File: config.mk
export PLATFORM = sky130hd
export DESIGN_NAME = branch_stat_ctr
export DESIGN_NICKNAME = d
export VERILOG_FILES = /design/src/rtl/branch_stat_ctr.sv
export SDC_FILE = /design/constraint.sdc
export NUM_CORES = 1
export LEC_CHECK = 0
export ABC_AREA = 0
export ABC_CLOCK_PERIOD_IN_PS = 4200
export BUFFER_PORTS_ARGS = -buffer_cell sky130_fd_sc_hd__buf_4
export CAP_MARGIN = 0
export CORE_ASPECT_RATIO = 1.4
export CORE_MARGIN = 2
export CORE_UTILIZATION = 30
export CTS_BUF_LIST = sky130_fd_sc_hd__clkbuf_4
export CTS_CLUSTER_SIZE = 10
export DETAILED_ROUTE_END_ITERATION = 6
export SKIP_LAST_GASP = 1
export SYNTH_ARGS = -nofsm -noshare
export SYNTH_HDL_FRONTEND = slang
export SYNTH_SLANG_ARGS = --single-unit
File: constraint.sdc
create_clock -name clk -period 4.2 [get_ports clk]
set_input_delay 0.84 -clock clk [delete_from_list [all_inputs] [get_ports clk]]
set_output_delay 0.84 -clock clk [all_outputs]
set_load 0.02 [all_outputs]
File: src/rtl/branch_stat_ctr.sv
// branch_stat_ctr: branch/BTB-hit/mispredict statistics counters with a
// snapshot mode and an atomic LO/HI read path through a shared shadow.
//
// Ports:
//   clk, rst_n          clock, async active-low reset
//   inc_br_cnt          branch reached EX this cycle
//   inc_hit_cnt         BTB hit this cycle
//   inc_mispr_cnt       BTB misprediction this cycle
//   addr[2:0]           0 BR_LO 1 BR_HI 2 HIT_LO 3 HIT_HI
//                       4 MIS_LO 5 MIS_HI 6 CTRL 7 STATUS
//   re, we, wdata[15:0] register read/write strobes and write data
//   rdata[15:0], rd_vld read data, valid one cycle after re

module branch_stat_ctr (
  input  logic        clk,
  input  logic        rst_n,
  input  logic        inc_br_cnt,
  input  logic        inc_hit_cnt,
  input  logic        inc_mispr_cnt,
  input  logic [2:0]  addr,
  input  logic        re,
  input  logic        we,
  input  logic [15:0] wdata,
  output logic [15:0] rdata,
  output logic        rd_vld
);

  typedef enum logic [1:0] {
    IDLE = 2'b00,
    RUN  = 2'b01,
    SNAP = 2'b10
  } state_t;

  localparam logic [2:0]  A_CTRL  = 3'd6;
  localparam logic [2:0]  A_STAT  = 3'd7;
  localparam logic [31:0] CNT_MAX = 32'hFFFF_FFFF;

  state_t state;
  state_t state_nxt;

  logic [31:0] br_cnt;
  logic [31:0] hit_cnt;
  logic [31:0] mis_cnt;
  logic [31:0] br_snap;
  logic [31:0] hit_snap;
  logic [31:0] mis_snap;
  logic [15:0] shadow;
  logic [2:0]  ovf;
  logic [2:0]  ovf_nxt;

  logic        ctrl_wr;
  logic        w_en;
  logic        w_clr;
  logic        w_snap;
  logic        clr;
  logic        cnt_en;
  logic        snap_take;
  logic        br_sat;
  logic        hit_sat;
  logic        mis_sat;
  logic        br_inc;
  logic        hit_inc;
  logic        mis_inc;

  logic        is_ctrl;
  logic        is_stat;
  logic        is_hi;
  logic        is_lo;
  logic [31:0] src;
  logic [15:0] rd_nxt;

  logic        unused_wdata;

  assign unused_wdata = ^wdata[15:3];

  assign ctrl_wr = we && (addr == A_CTRL);
  assign w_en    = wdata[0];
  assign w_clr   = wdata[1];
  assign w_snap  = wdata[2];
  assign clr     = ctrl_wr && w_clr;

  // Live counters run in RUN and keep running underneath SNAP.
  assign cnt_en  = (state == RUN) || (state == SNAP);

  assign br_sat  = (br_cnt  == CNT_MAX);
  assign hit_sat = (hit_cnt == CNT_MAX);
  assign mis_sat = (mis_cnt == CNT_MAX);

  assign br_inc  = cnt_en && inc_br_cnt;
  assign hit_inc = cnt_en && inc_hit_cnt;
  assign mis_inc = cnt_en && inc_mispr_cnt;

  assign snap_take = (state != SNAP) && (state_nxt == SNAP);

  always_comb begin
    state_nxt = state;
    if (ctrl_wr) begin
      unique case (state)
        IDLE: begin
          if (w_en) state_nxt = w_snap ? SNAP : RUN;
        end
        RUN: begin
          if (!w_en)       state_nxt = IDLE;
          else if (w_snap) state_nxt = SNAP;
        end
        SNAP: begin
          if (!w_snap) state_nxt = w_en ? RUN : IDLE;
        end
        default: state_nxt = IDLE;
      endcase
    end
  end

  always_ff @(posedge clk or negedge rst_n) begin
    if (!rst_n) state <= IDLE;
    else        state <= state_nxt;
  end

  // Sticky overflow: an increment blocked by saturation sets the bit.
  always_comb begin
    ovf_nxt = ovf;
    if (br_inc  && br_sat)  ovf_nxt[0] = 1'b1;
    if (hit_inc && hit_sat) ovf_nxt[1] = 1'b1;
    if (mis_inc && mis_sat) ovf_nxt[2] = 1'b1;
    if (clr)                ovf_nxt    = '0;
  end

  always_ff @(posedge clk or negedge rst_n) begin
    if (!rst_n) ovf <= '0;
    else        ovf <= ovf_nxt;
  end

  always_ff @(posedge clk or negedge rst_n) begin
    if (!rst_n) begin
      br_cnt  <= '0;
      hit_cnt <= '0;
      mis_cnt <= '0;
    end else if (clr) begin
      br_cnt  <= '0;
      hit_cnt <= '0;
      mis_cnt <= '0;
    end else begin
      if (br_inc  && !br_sat)  br_cnt  <= br_cnt  + 32'd1;
      if (hit_inc && !hit_sat) hit_cnt <= hit_cnt + 32'd1;
      if (mis_inc && !mis_sat) mis_cnt <= mis_cnt + 32'd1;
    end
  end

  // Snapshot captures the pre-edge live values on SNAP entry.
  always_ff @(posedge clk or negedge rst_n) begin
    if (!rst_n) begin
      br_snap  <= '0;
      hit_snap <= '0;
      mis_snap <= '0;
    end else if (clr) begin
      br_snap  <= '0;
      hit_snap <= '0;
      mis_snap <= '0;
    end else if (snap_take) begin
      br_snap  <= br_cnt;
      hit_snap <= hit_cnt;
      mis_snap <= mis_cnt;
    end
  end

  assign is_ctrl = (addr == A_CTRL);
  assign is_stat = (addr == A_STAT);
  assign is_hi   = addr[0] && !is_stat;
  assign is_lo   = !addr[0] && !is_ctrl;

  always_comb begin
    src = '0;
    unique case (addr[2:1])
      2'd0:    src = (state == SNAP) ? br_snap  : br_cnt;
      2'd1:    src = (state == SNAP) ? hit_snap : hit_cnt;
      2'd2:    src = (state == SNAP) ? mis_snap : mis_cnt;
      default: src = '0;
    endcase
  end

  // CTRL/STATUS reflect this edge's write; counters are pre-edge.
  always_comb begin
    rd_nxt = '0;
    unique case (1'b1)
      is_ctrl: rd_nxt = {13'b0, state_nxt == SNAP,
                         1'b0, state_nxt != IDLE};
      is_stat: rd_nxt = {10'b0, state_nxt, 1'b0, ovf_nxt};
      is_hi:   rd_nxt = shadow;
      is_lo:   rd_nxt = src[15:0];
      default: rd_nxt = '0;
    endcase
  end

  always_ff @(posedge clk or negedge rst_n) begin
    if (!rst_n)            shadow <= '0;
    else if (clr)          shadow <= '0;
    else if (re && is_lo)  shadow <= src[31:16];
  end

  always_ff @(posedge clk or negedge rst_n) begin
    if (!rst_n) begin
      rd_vld <= 1'b0;
      rdata  <= '0;
    end else begin
      rd_vld <= re;
      if (re) rdata <= rd_nxt;
    end
  end

endmodule

Yosys cells after proc, flatten, opt, wreduce, memory -nomap -nowiden --
Index checks and enable logic that the tools add are counted.
Storage, ports and cells: bits in registers 230, input bits 26, output and inout bits 17, word-level logic and storage cells 86
Operators by class: equality and inequality tests 11, mux-type cells 31, add/sub/neg operators 3, reduce and logical (&&, ||, !) cells 30
Operators by type and width (count):
- 32-bit two-way mux | 15
- 32-bit by 1-bit adder with 32-bit output, second input constant | 3
- 32-bit equality test, second input constant | 3
- 32-bit one-hot mux with 3 select lines | 1
- 16-bit one-hot mux with 4 select lines | 1
- 16-bit two-way mux | 2
- 1-bit logical AND | 15
- 2-bit two-way mux | 6
- 2-bit nonzero test | 6
- 2-bit equality test, second input constant | 3
- 3-bit equality test, second input constant | 2
- 1-bit zero test | 6
- 2-bit one-hot mux with 3 select lines | 1
- 2-bit by 1-bit equality test with 1-bit output, second input constant | 2
- 2-bit zero test | 2
- 1-bit two-way mux | 4
- 3-bit two-way mux | 1
- 2-bit != test, second input constant | 1
- 1-bit logical OR | 1

Longest topological paths before layout --
depth after elaboration 8, gate-level depth with buffers 10, depth with buffers taken out 7

Least setup slack after synthesis --
OpenSTA, ideal clock, no wires.
kind input port to flip-flop, start input port addr[2], end register mis_snap[10], setup slack 1525 ps, data required time 4077 ps, stages 8, library setup time 123 ps, path buffers 3, data arrival time 2551 ps, cells stage by stage clkbuf_4 -> nand4b_4 -> or4_4 -> o311ai_4 -> or3b_1 -> buf_6 -> buf_8 -> mux2i_1
Between the ends: word-level cells in the longest chain between the ends 6, elaborated cells on any way between the ends 8, classes of those cells eq/ne: 2; mux: 2; reduce/logical: 4
Ends and longest elaborated chain:
- from (decl) | RTL line 20 | input logic [2:0] addr,
- 3-bit equality test | RTL line 76 | assign ctrl_wr = we && (addr == A_CTRL);
- 1-bit logical AND | RTL line 76
- 2-bit two-way mux | RTL line 97 | if (ctrl_wr) begin
- named net state_nxt[1] | RTL line 39 | state_t state_nxt;
- 2-bit equality test | RTL line 93 | assign snap_take = (state != SNAP) && (state_nxt == SNAP);
- 1-bit logical AND | RTL line 93
- 2-bit nonzero test (no source line)
- to (signal assigned) | RTL line 162 | mis_snap <= mis_cnt;
- to (decl) | RTL line 46 | logic [31:0] mis_snap;
The timed path passes the listed nets, and every way through them passes these cells. A chain may end at the register's enable or synchronous reset.

Worst setup path after layout --
start register state[1], end register mis_cnt[25]
Between the ends: word-level cells in the longest chain between the ends 5, elaborated cells on any way between the ends 6, classes of those cells eq/ne: 2; reduce/logical: 4
Ends and longest elaborated chain:
- from (decl) | RTL line 38 | state_t state;
- from (signal assigned) | RTL line 116 | else state <= state_nxt;
- 2-bit by 1-bit equality test with 1-bit output / 2-bit equality test (equally long branches) | RTL line 83 | assign cnt_en = (state == RUN) || (state == SNAP);
- 1-bit logical OR (*) | RTL line 83
- 1-bit logical AND (*) | RTL line 91 | assign mis_inc = cnt_en && inc_mispr_cnt;
- 1-bit logical AND (*) | RTL line 145 | if (mis_inc && !mis_sat) mis_cnt <= mis_cnt + 32'd1;
- 2-bit nonzero test (no source line) (*)
- to (signal assigned) | RTL line 145
- to (decl) | RTL line 43 | logic [31:0] mis_cnt;
Mark *: on every way between the ends. The rest lies on a longest branch, timed or not.

==> summary.md <==
| Metric | Value |
|---|---|
| IO Count | `43` |
| Sum Neg Setup Slack | `0 ps` |
| Seq/Total Area, Yosys | `44.9%` |
| R2R Setup Slk | `1120 ps` |
| Distinct cell type count after synthesis | `62` |
| FFs w/ async S/R, synth | `100%` |
| Vias in the first global route | `10.4k` |
| Starting DRT DRC Count | `635` |
| Post-synth EDFFs | `0` |
| CP top delay family | `simple AND/OR/NAND/NOR gates` |
| Antenna violations before repair | `2` |
| Clock Skew | `roughly 32 ps` |
| Layout cell share with drive strength beyond 1 | `between 15 and 20%` |
| Leak Pwr | `~5.9 nW` |
| Met1 Use GR | `slightly below 20%` |
| Max Freq | `325 MHz` |
| H-tree depth | `2` |
| Crit-path max cell delay | `760 ps` |
| Worst slew pin tran | `roughly 1100 ps` |
| Post-CTS resize count | `0` |
| Largest net degree at the start of global routing | `113` |
| Nets | `1379` |
| Final GP Congestion | `0.839` |
| Seq cells post-synth | `between 200 and 250` |
| Die Y | `249 µm` |
| First-pass GRT wire length | `57800 µm` |
| Mapped cell area | `12800 µm²` |
| Cts hold-fix bufs | `0` |
| PD cells | `around 440 nW/µm²` |
| Routed vias | `10.5k` |
| R2r startpoint | `state[1]` |
| Clk sinks | `230` |
| Clock buffer depth | `3` |
| GRT Residual Overflow | `0` |
| Placement Rows | `89` |
| Initial Util | `30.4%` |
| Synthesis Warnings | `0` |
| Final min period | `3080 ps` |
| Slew Limit Fails | `0` |
| Power, Total | `6.31 mW` |
| Reg clk slew, reported paths | `about 70 ps` |
| Worst min path class | `primary input to async pin` |
| Die area | `44400 µm²` |
| Crit-path cells | `inv_1 -> ha_1 -> nand2_1 -> nor2_1 -> nand3_1 -> or4b_2 -> a21oi_1` |
| Tot GR Track Use | `between 10% and 20%` |
| Critical R2R Capture | `mis_cnt[25]` |
| Ranking of synthesized cells by area | `dfrtp_1 45%, mux2i_1 9.8%, nand2_1 7.6%` |
| Critical path data required time | `approximately 4800 ps` |
| Syn_nets | `1351` |
| Syn Inst Count | `between 1k and 1.5k` |
| CTS tree | `built` |
| Final wirelength | `roughly 36000 µm` |
| WL/cell | `18.6 µm` |
| Clock latency on the worst-skew pair | `710 ps` |
| Die X | `~180 µm` |
| Synth area leader | `dfrtp_1` |
| Setup CP Type | `flip-flop to flip-flop` |
| Area delta synth->final | `11.7%` |
| Worst rel slew slack | `around a quarter` |
| Critical-path cell with the highest stage delay | `or4b_2` |
| Drt first pass iters | `5` |
| GRT met2 Usage | `between 20 and 30%` |
| Nature of the critical path startpoint | `flip-flop` |
| Worst reg2reg path depth | `7` |
| Core area | `roughly 42000 µm²` |
| Nature of the critical path endpoint | `flip-flop` |
| Num CTS Buffers | `59` |
| Via density | `5.43` |
| Worst path buffer plus inverter count | `1` |
| Status | `finished clean` |
| Met3 Resource Use GR | `2.94%` |
| Post-CTS Setup Inserts | `0` |
| HPWL Detailed | `24600 µm` |
| # DRC | `0` |
| CTS root buf | `clkbuf_4` |
| Unrepaired setup endpoints after global routing | `false` |
| PortBufs | `29` |
| Max Cap Viol | `0` |
| Predominant post-synthesis flop cell | `dfrtp_1` |
| Final-report hold violation count | `0` |
| ANT nets after route | `0` |
| Final period utilization | `73.3%` |
| Top Usage Layer GRT | `met2` |
| Final setup fails | `0` |
| Critical Path AT | `3710 ps` |
| Syn avg cell area | `9.73 µm²` |
| Worst vdd ir | `0.275 mV` |
| Synth top area share | `44.9%` |
| Worst-path fanout max | `12` |
| # fillers | `4256` |
state kept, by name, indices dropped and copies added, names as in the netlist:
name      flops
br_cnt       32
br_snap      32
hit_cnt      32
hit_snap     32
mis_cnt      32
mis_snap     32
ovf           3
rd_vld        1
rdata        16
shadow       16
state         2
power by group:
part	leakage [nW]	total, mW	internal [mW]	switching (mW)
combinational	2.30	1.84	0.769	1.07
clock	0.442	1.92	1.00	0.920
sequential	3.15	2.54	2.38	0.165
cells by family (layout without fill, tap and decap cells):
group	Yosys count	after routing	share of synthesized area, %
AO/OA/AOI/OAI	220	220	10.8
XOR/XNOR	12	12	0.820
adder cells (fa/ha/maj)	7	7	0.683
buffers and inverters	113	178	3.83
flip-flops	230	230	44.9
multiplexers	174	174	16.9
other	0	1	0
AND/OR/NAND/NOR	562	562	22.1
metal layers:
metal	wire length, µm	share of wire, %
met4	1600	4.4
met1	14500	40
met5	0	0
met3	1460	4.1
met2	18400	51
layout by cell type (no fill, tap or decap), types with 6 or more instances in the layout:
cell type / instances
nand2_1: 260
dfrtp_1: 230
mux2i_1: 126
clkbuf_4: 95
o21ai_0: 65
a21oi_1: 56
buf_4: 48
nor2_1: 44
nand3_1: 43
nand2b_1: 35
mux4_2: 32
or3_1: 29
or4_1: 27
inv_1: 26
nand4_1: 26
o31ai_1: 22
nor4_1: 20
nor3_1: 20
nor2b_1: 16
mux2_2: 16
a22oi_1: 15
o22ai_1: 14
o2111ai_1: 14
a211oi_1: 11
xnor2_1: 10
and4_1: 8
nor3b_1: 6
ha_1: 6
worst max path at each step:
stage                  start           end  slack (ps)  cells past startpoint
finish              state[1]   mis_cnt[25]        1120                      7
global route        state[1]   mis_cnt[25]         920                      7
CTS                 state[1]   mis_cnt[25]        1170                      7
detailed placement   addr[0]   mis_snap[6]         960                      6
global placement     addr[0]   mis_snap[5]         980                      6
floorplan            addr[2]  mis_snap[10]        1530                      8
final cells by class:
cell class | count | area, µm² | share of cell area, %
timing repair buffer | 53 | 455 | 3.18
sequential | 230 | 5760 | 40.2
multi-input combinational | 975 | 6600 | 46.1
tap | 546 | 683 | 4.77
clock inverter | 3 | 11.3 | 0.0786
antenna | 1 | 2.50 | 0.0175
clock buffer | 95 | 713 | 4.98
inverter | 27 | 101 | 0.707
cells in the mapped netlist (2+ instances only):
cell type  count
nand2b_1      35
a31oi_1        4
buf_2         11
and2_1         3
nor4_1        20
nand4_1       26
a31o_2         2
inv_1         26
xor2_1         2
nor2_1        44
a21oi_1       56
mux4_2        32
and4_1         8
o211a_1        3
o31ai_1       22
or3_1         29
nor3b_1        7
nand3b_1       2
o21bai_1       2
nand3_1       43
nand2_1      261
ha_1           7
or4_1         27
a22oi_1       15
o22ai_1       14
o211ai_1       3
or2_2          4
buf_4          8
xnor2_1       10
nor2b_1       16
o21ai_0       65
and3_1         2
mux2_2        16
or4b_2         4
nor3_1        20
buf_1          3
nor4b_1        4
o2111ai_1     14
a211oi_1      11
dfrtp_1      230
clkbuf_1      61
mux2i_1      126
stage by stage:
stage	std cells	worst slack, ps	util (%)	instance area [µm²]	hold WS [ps]
final	1930	1120	33.9	14300	197
after global placement	1831	981	32.2	13600	476
after floorplan	1318	1530	-	12800	449
after global routing	1930	915	33.9	14300	244
after detailed placement	1831	963	32.2	13600	496
after CTS	1929	1170	33.9	14300	199
No activity file was read; power rests on OpenSTA's default activity.
